$ cat src/rtl/id_pkg.sv
// Shared opcode and EX-control encodings for the RV32I instruction-decode stage.
package id_pkg;

    localparam logic [6:0] OP_NOP    = 7'b0000000;
    localparam logic [6:0] OP_R      = 7'b0110011;
    localparam logic [6:0] OP_IMM    = 7'b0010011;
    localparam logic [6:0] OP_LOAD   = 7'b0000011;
    localparam logic [6:0] OP_STORE  = 7'b0100011;
    localparam logic [6:0] OP_BRANCH = 7'b1100011;
    localparam logic [6:0] OP_JAL    = 7'b1101111;
    localparam logic [6:0] OP_LUI    = 7'b0110111;

    localparam int CTRL_ALU_SRC_IMM = 7;
    localparam int CTRL_MEM_TO_REG  = 6;
    localparam int CTRL_REG_WRITE   = 5;
    localparam int CTRL_MEM_READ    = 4;
    localparam int CTRL_MEM_WRITE   = 3;
    localparam int CTRL_BRANCH      = 2;

    localparam logic [7:0] CTRL_R      = 8'h22;
    localparam logic [7:0] CTRL_IMM    = 8'hA2;
    localparam logic [7:0] CTRL_LOAD   = 8'hF0;
    localparam logic [7:0] CTRL_STORE  = 8'h88;
    localparam logic [7:0] CTRL_BRANCH_OP = 8'h05;
    localparam logic [7:0] CTRL_JAL    = 8'h24;
    localparam logic [7:0] CTRL_LUI    = 8'hA0;

endpackage

$ cat src/rtl/id_regfile.sv
// Integer register file, 2 read / 1 write, x0 hardwired to zero.
// Define ID_WB_BYPASS_EN to forward a same-cycle writeback onto the read ports.
module id_regfile #(
    parameter int XLEN  = 32,
    parameter int NREGS = 32,
    localparam int RA_W = $clog2(NREGS)
) (
    input  logic            clk,
    input  logic            rst_n,
    input  logic            we,
    input  logic [RA_W-1:0] waddr,
    input  logic [XLEN-1:0] wdata,
    input  logic [RA_W-1:0] raddr1,
    input  logic [RA_W-1:0] raddr2,
    output logic [XLEN-1:0] rdata1,
    output logic [XLEN-1:0] rdata2
);

    logic [XLEN-1:0] regs [NREGS];

    always_ff @(posedge clk or negedge rst_n) begin
        if (!rst_n) begin
            for (int i = 0; i < NREGS; i++) begin
                regs[i] <= '0;
            end
        end else if (we && (waddr != '0)) begin
            regs[waddr] <= wdata;
        end
    end

    always_comb begin
        rdata1 = (raddr1 == '0) ? '0 : regs[raddr1];
        rdata2 = (raddr2 == '0) ? '0 : regs[raddr2];
`ifdef ID_WB_BYPASS_EN
        // Write-then-read: the value being written back this cycle wins.
        if (we && (waddr != '0) && (waddr == raddr1)) rdata1 = wdata;
        if (we && (waddr != '0) && (waddr == raddr2)) rdata2 = wdata;
`endif
    end

endmodule

$ cat src/rtl/id_stage_pipe.sv
// Registered RV32I decode stage with ID/EX handshake, load-use interlock and flush.
// Optional ID_WB_BYPASS_EN enables writeback-to-decode forwarding in the register file.
module id_stage_pipe
    import id_pkg::*;
#(
    parameter int XLEN   = 32,
    parameter int NREGS  = 32,
    parameter int CTRL_W = 8,
    localparam int RA_W  = $clog2(NREGS)
) (
    input  logic              clk,
    input  logic              rst_n,
    input  logic              if_valid,
    input  logic [XLEN-1:0]   if_instr,
    input  logic [XLEN-1:0]   if_pc,
    output logic              id_ready,
    input  logic              flush,
    input  logic              wb_we,
    input  logic [RA_W-1:0]   wb_addr,
    input  logic [XLEN-1:0]   wb_data,
    output logic              ex_valid,
    input  logic              ex_ready,
    output logic [XLEN-1:0]   ex_pc,
    output logic [CTRL_W-1:0] ex_ctrl,
    output logic [4:0]        ex_alu_ctrl,
    output logic [XLEN-1:0]   ex_rs1_data,
    output logic [XLEN-1:0]   ex_rs2_data,
    output logic [RA_W-1:0]   ex_rs1_addr,
    output logic [RA_W-1:0]   ex_rs2_addr,
    output logic [RA_W-1:0]   ex_rd_addr,
    output logic [XLEN-1:0]   ex_imm,
    output logic              ex_illegal
);

    logic [6:0]        opcode;
    logic [RA_W-1:0]   rs1_addr, rs2_addr, rd_field, dec_rd;
    logic [CTRL_W-1:0] dec_ctrl;
    logic [31:0]       imm32;
    logic [XLEN-1:0]   dec_imm, rs1_data, rs2_data;
    logic              dec_illegal, uses_rs1, uses_rs2;
    logic              stall, load_en;

    assign opcode   = if_instr[6:0];
    assign rd_field = if_instr[7 +: RA_W];
    assign rs1_addr = if_instr[15 +: RA_W];
    assign rs2_addr = if_instr[20 +: RA_W];

    always_comb begin
        dec_ctrl    = '0;
        dec_illegal = 1'b0;
        imm32       = '0;
        uses_rs1    = 1'b0;
        uses_rs2    = 1'b0;
        case (opcode)
            OP_R: begin
                dec_ctrl = CTRL_W'(CTRL_R);
                uses_rs1 = 1'b1;
                uses_rs2 = 1'b1;
            end
            OP_IMM, OP_LOAD: begin
                dec_ctrl = (opcode == OP_IMM) ? CTRL_W'(CTRL_IMM) : CTRL_W'(CTRL_LOAD);
                imm32    = {{20{if_instr[31]}}, if_instr[31:20]};
                uses_rs1 = 1'b1;
            end
            OP_STORE: begin
                dec_ctrl = CTRL_W'(CTRL_STORE);
                imm32    = {{20{if_instr[31]}}, if_instr[31:25], if_instr[11:7]};
                uses_rs1 = 1'b1;
                uses_rs2 = 1'b1;
            end
            OP_BRANCH: begin
                dec_ctrl = CTRL_W'(CTRL_BRANCH_OP);
                imm32    = {{19{if_instr[31]}}, if_instr[31], if_instr[7],
                            if_instr[30:25], if_instr[11:8], 1'b0};
                uses_rs1 = 1'b1;
                uses_rs2 = 1'b1;
            end
            OP_JAL: begin
                dec_ctrl = CTRL_W'(CTRL_JAL);
                imm32    = {{11{if_instr[31]}}, if_instr[31], if_instr[19:12],
                            if_instr[20], if_instr[30:21], 1'b0};
            end
            OP_LUI: begin
                dec_ctrl = CTRL_W'(CTRL_LUI);
                imm32    = {if_instr[31:12], 12'b0};
            end
            OP_NOP: ;
            default: dec_illegal = 1'b1;
        endcase
    end

    assign dec_imm = XLEN'($signed(imm32));
    assign dec_rd  = dec_ctrl[CTRL_REG_WRITE] ? rd_field : '0;

    // A load still in EX cannot forward its data in time for a dependent op.
    assign stall = ex_valid && ex_ctrl[CTRL_MEM_READ] && (ex_rd_addr != '0) && if_valid &&
                   ((uses_rs1 && (ex_rd_addr == rs1_addr)) ||
                    (uses_rs2 && (ex_rd_addr == rs2_addr)));

    assign load_en  = (!ex_valid || ex_ready) && !stall;
    assign id_ready = load_en && !flush && rst_n;

    id_regfile #(
        .XLEN  (XLEN),
        .NREGS (NREGS)
    ) u_regfile (
        .clk    (clk),
        .rst_n  (rst_n),
        .we     (wb_we),
        .waddr  (wb_addr),
        .wdata  (wb_data),
        .raddr1 (rs1_addr),
        .raddr2 (rs2_addr),
        .rdata1 (rs1_data),
        .rdata2 (rs2_data)
    );

    // Flush beats everything; a stall under ex_ready drains EX with a bubble.
    always_ff @(posedge clk or negedge rst_n) begin
        if (!rst_n) begin
            ex_valid    <= 1'b0;
            ex_pc       <= '0;
            ex_ctrl     <= '0;
            ex_alu_ctrl <= '0;
            ex_rs1_data <= '0;
            ex_rs2_data <= '0;
            ex_rs1_addr <= '0;
            ex_rs2_addr <= '0;
            ex_rd_addr  <= '0;
            ex_imm      <= '0;
            ex_illegal  <= 1'b0;
        end else if (flush) begin
            ex_valid   <= 1'b0;
            ex_ctrl    <= '0;
            ex_illegal <= 1'b0;
        end else if (stall) begin
            if (ex_ready) begin
                ex_valid   <= 1'b0;
                ex_ctrl    <= '0;
                ex_illegal <= 1'b0;
            end
        end else if (load_en) begin
            ex_valid <= if_valid;
            if (if_valid) begin
                ex_pc       <= if_pc;
                ex_ctrl     <= dec_ctrl;
                ex_alu_ctrl <= {if_instr[30], if_instr[25], if_instr[14:12]};
                ex_rs1_data <= rs1_data;
                ex_rs2_data <= rs2_data;
                ex_rs1_addr <= rs1_addr;
                ex_rs2_addr <= rs2_addr;
                ex_rd_addr  <= dec_rd;
                ex_imm      <= dec_imm;
                ex_illegal  <= dec_illegal;
            end else begin
                ex_ctrl    <= '0;
                ex_illegal <= 1'b0;
            end
        end
    end

endmodule
$ cat config.mk
export PLATFORM = sky130hd
export DESIGN_NAME = id_stage_pipe
export DESIGN_NICKNAME = d
export VERILOG_FILES = /design/src/rtl/id_pkg.sv /design/src/rtl/id_regfile.sv /design/src/rtl/id_stage_pipe.sv
export SDC_FILE = /design/constraint.sdc
export NUM_CORES = 2
export LEC_CHECK = 0
export BUFFER_PORTS_ARGS = -buffer_cell sky130_fd_sc_hd__buf_2
export CAP_MARGIN = 20
export CORE_MARGIN = 2
export CORE_UTILIZATION = 47
export DETAILED_ROUTE_END_ITERATION = 7
export SYNTH_ARGS = -nofsm -noshare
export SYNTH_HDL_FRONTEND = slang
export SYNTH_SLANG_ARGS = --single-unit
export TNS_END_PERCENT = 20
$ cat constraint.sdc
create_clock -name clk -period 2.15 [get_ports clk]
set_clock_uncertainty 0.1 [all_clocks]
set_input_delay 0.215 -clock clk [delete_from_list [all_inputs] [get_ports clk]]
set_output_delay 0.215 -clock clk [all_outputs]
set_load 0.03 [all_outputs]
==> out/qor.txt <==
outcome -> finished with violations
most frequent cell after synthesis -> dfrtp_1
Final WS setup -> -477.6 ps
pwr dens -> 920.2 nW/µm²
fraction of registers with async set/reset -> 100.0%
crit path kind -> reg2out
area of the multi-input gates -> 28560 µm²
Crit Path Max Fanout -> 4
Synth warnings -> 0
DP Area -> 66960 µm²
final net count -> 4618
share of the synthesized area in the top cell type -> 49.31%
setup repair after global routing missed its margin -> yes
clock sinks -> 1181
Seq/Total Area, Yosys -> 49.31%
CTS clk-pin slew, worst paths -> 60 ps
Post-Syn Area -> 59940 µm²
Max Slew Vio Count -> 0
Yosys reg bits -> 1181
hold crit path type -> in2reg
Non-Filler Instances -> 6285
drc violations -> 0
Reg area -> 29560 µm²
FMAX -> 380.6 MHz
first-pass iteration count of the detailed router -> 6
die height -> 361.1 µm
# rows -> 131
Via Count -> 40450
vias per inst -> 6.435
leakage power -> 32.22 nW
Most Used Layer, Global Route -> met2
failing checks -> setup timing
met3 usage -> 6.555%
ys flop type -> dfrtp_1
first-pass GRT wire length -> 295500 µm
Top-Level Pins -> 266
number of global-route vias before repair -> 41480
RePlAce Congestion -> 0.8648
synthesized net count -> 4074
total power -> 67.63 mW
drt total wl -> 203400 µm
CTS tree -> done
number of max-cap violations -> 0
Slew @ Worst Pin -> 875.1 ps
Setup WS pre-CTS -> -501.3 ps
worst vdd ir -> 0.0009413 V
clock latency on the worst-skew pair -> 790 ps
distinct cell type count after synthesis -> 59
I/O Buffers -> 265
Synth area leader -> dfrtp_1
CP Data Required Time -> 1840 ps
DR iter-0 viols -> 3997
core area -> 127000 µm²
DR WL/cell -> 32.36 µm
crit share post-route -> 122.2%
Final ANT Viol Nets -> 0
GR Util met1 -> 42.50%
clk buf depth -> 3
largest net degree at the start of global routing -> 110
number of CTS-inserted buffers -> 137
GR Layer Usage met2 -> 49.88%
design area -> 73500 µm²
Starting Density -> 47.18%
startpoint types -> register
Layout fillers -> 9978
cells after synthesis -> 3967
DP Wirelength -> 131400 µm
Die Wd -> 361.1 µm
final setup fails -> 114
Root Buffer -> clkbuf_16
H-tree depth -> 4
most instantiated cells after synthesis -> dfrtp_1 (1181), mux2_2 (1103), mux4_2 (488)
Fin. Hold Viols -> 0
crit path DAT -> 2310 ps
full die area -> 130400 µm²
Slew HR -> 41.47%
gr usage total -> 31.24%
Synth area leaders -> dfrtp_1 (49%), mux2_2 (21%), mux4_2 (18%), o22ai_1 (2.0%), clkbuf_1 (1.5%)
Area Growth Syn to Fin -> 22.63%
cell total after placement -> 5908
Avg Synthesized Cell Area -> 15.11 µm²
Setup crit end kind -> primary output
layout cells sized above 1 -> 57.04%
EDFF count, synth -> 0
grt ovf -> 0
Tmin final -> 2628 ps
initial antenna violation count -> 17
[kinds of logic after synthesis]
kind of cell              Yosys count  synth area share (%)
xor gates and xnor gates           10                0.1461
buffers and inverters             498                 4.054
AOI/OAI and AO/OA                 327                 3.856
DFF                              1181                 49.31
and+or+nand+nor                   320                 2.791
muxes                            1631                 39.85
[through the flow]
step                utilization (%)  hold slack (ps)  setup TNS [ps]
global route                  57.85            77.57          -19170
CTS                           57.57            1.977           -5097
floorplan                         -           -180.6          -99.94
detailed placement            52.71            3.052          -40290
global placement              52.71            2.152          -40060
finish                        57.86            11.27           -9421
[where the power goes]
part	leakage [nW]	internal (mW)	total [mW]	switching [mW]
combinational	14.8	8.13	14.2	6.02
clock	2.25	14.3	24.0	9.70
sequential	15.1	26.4	29.5	3.10
total	32.2	48.8	67.6	18.8
[per-layer routing]
layer  share of wire (%)  wire, µm  vias up
met1                  41     83210    21850
met5               0.035        71        -
met2                  47     96390     1755
met4                 3.7      7464       12
li1                    -         -    16420
met3                 8.0     16240      412
[placed cells by master (no fill, tap or decap), types with 7 or more instances in the layout]
master	Yosys	routed
buf_12	5	175
clkbuf_1	241	34
o32ai_2	12	21
mux2_4	0	13
clkinv_2	0	19
or4_1	47	46
dlygate4sd3_1	0	106
o32ai_4	0	11
nor2_1	96	79
nand2_1	46	31
nor2_4	0	17
clkbuf_8	0	24
a21oi_1	25	24
mux4_2	488	488
o22ai_1	193	193
nor2b_1	12	12
buf_2	64	258
a22o_1	14	14
o21ai_0	15	15
buf_4	30	267
mux2_2	1103	1093
o221ai_1	9	9
bufinv_16	0	9
diode_2	0	7
inv_1	67	67
clkbuf_16	0	150
a211oi_1	10	10
buf_6	37	10
nand2_2	1	16
dfrtp_1	1181	1178
xnor2_1	10	7
nor3_1	56	53
buf_16	0	9
nand3b_1	11	11
mux2i_1	31	31
[critical path: stages (launching register included)]
cell	delay [ps]
dfrtp_2	460
buf_6	140
xnor2_2	130
nand3_2	90
o22ai_4	80
a221o_2	390
nor2_4	120
buf_6	130
[path summary, 6_finish.rpt]
kind	slack, ps	to	from	cells after the start
max	-480	id_ready	ex_rd_addr[4]$_DFFE_PN0P_	7
min	10	ex_imm[23]$_DFFE_PN0P_	if_instr[23]	5
max reg2reg	-210	ex_rs1_data[7]$_DFFE_PN0P_	ex_rd_addr[4]$_DFFE_PN0P_	10
min reg2reg	290	u_regfile.regs[1020]$_DFFE_PN0P_	u_regfile.regs[1020]$_DFFE_PN0P_	0
max in group asynchronous	610	u_regfile.regs[725]$_DFFE_PN0P_	rst_n	3
min in group asynchronous	70	u_regfile.regs[373]$_DFFE_PN0P_	rst_n	3
[area by class of cell]
cell class                      count  share of cell area (%)
Tap cell                         1662                   2.829
Antenna cell                        7                 0.02383
Multi-Input combinational cell   2288                   38.85
Clock buffer                      204                   5.594
Inverter                           67                  0.3422
Clock inverter                     40                  0.6554
Timing Repair Buffer              836                   11.49
Sequential cell                  1181                   40.21
[registers in the layout (all words and copies together), names as in the netlist]
name,cells
u_regfile.regs,1024
ex_imm,32
ex_pc,32
ex_rs1_data,32
ex_rs2_data,32
ex_ctrl,7
ex_alu_ctrl,5
ex_rd_addr,5
ex_rs1_addr,5
ex_rs2_addr,5
ex_illegal,1
ex_valid,1
[what timing repair did]
action,CTS,global route
setup endpoints to repair,138,145
hold endpoints to repair,2284,1
cloned,6,4
resized for setup,55,38
pin swaps,12,19
hold buffers,106,1
buffers inserted,8,4
Power figures use the tool's default switching activity.
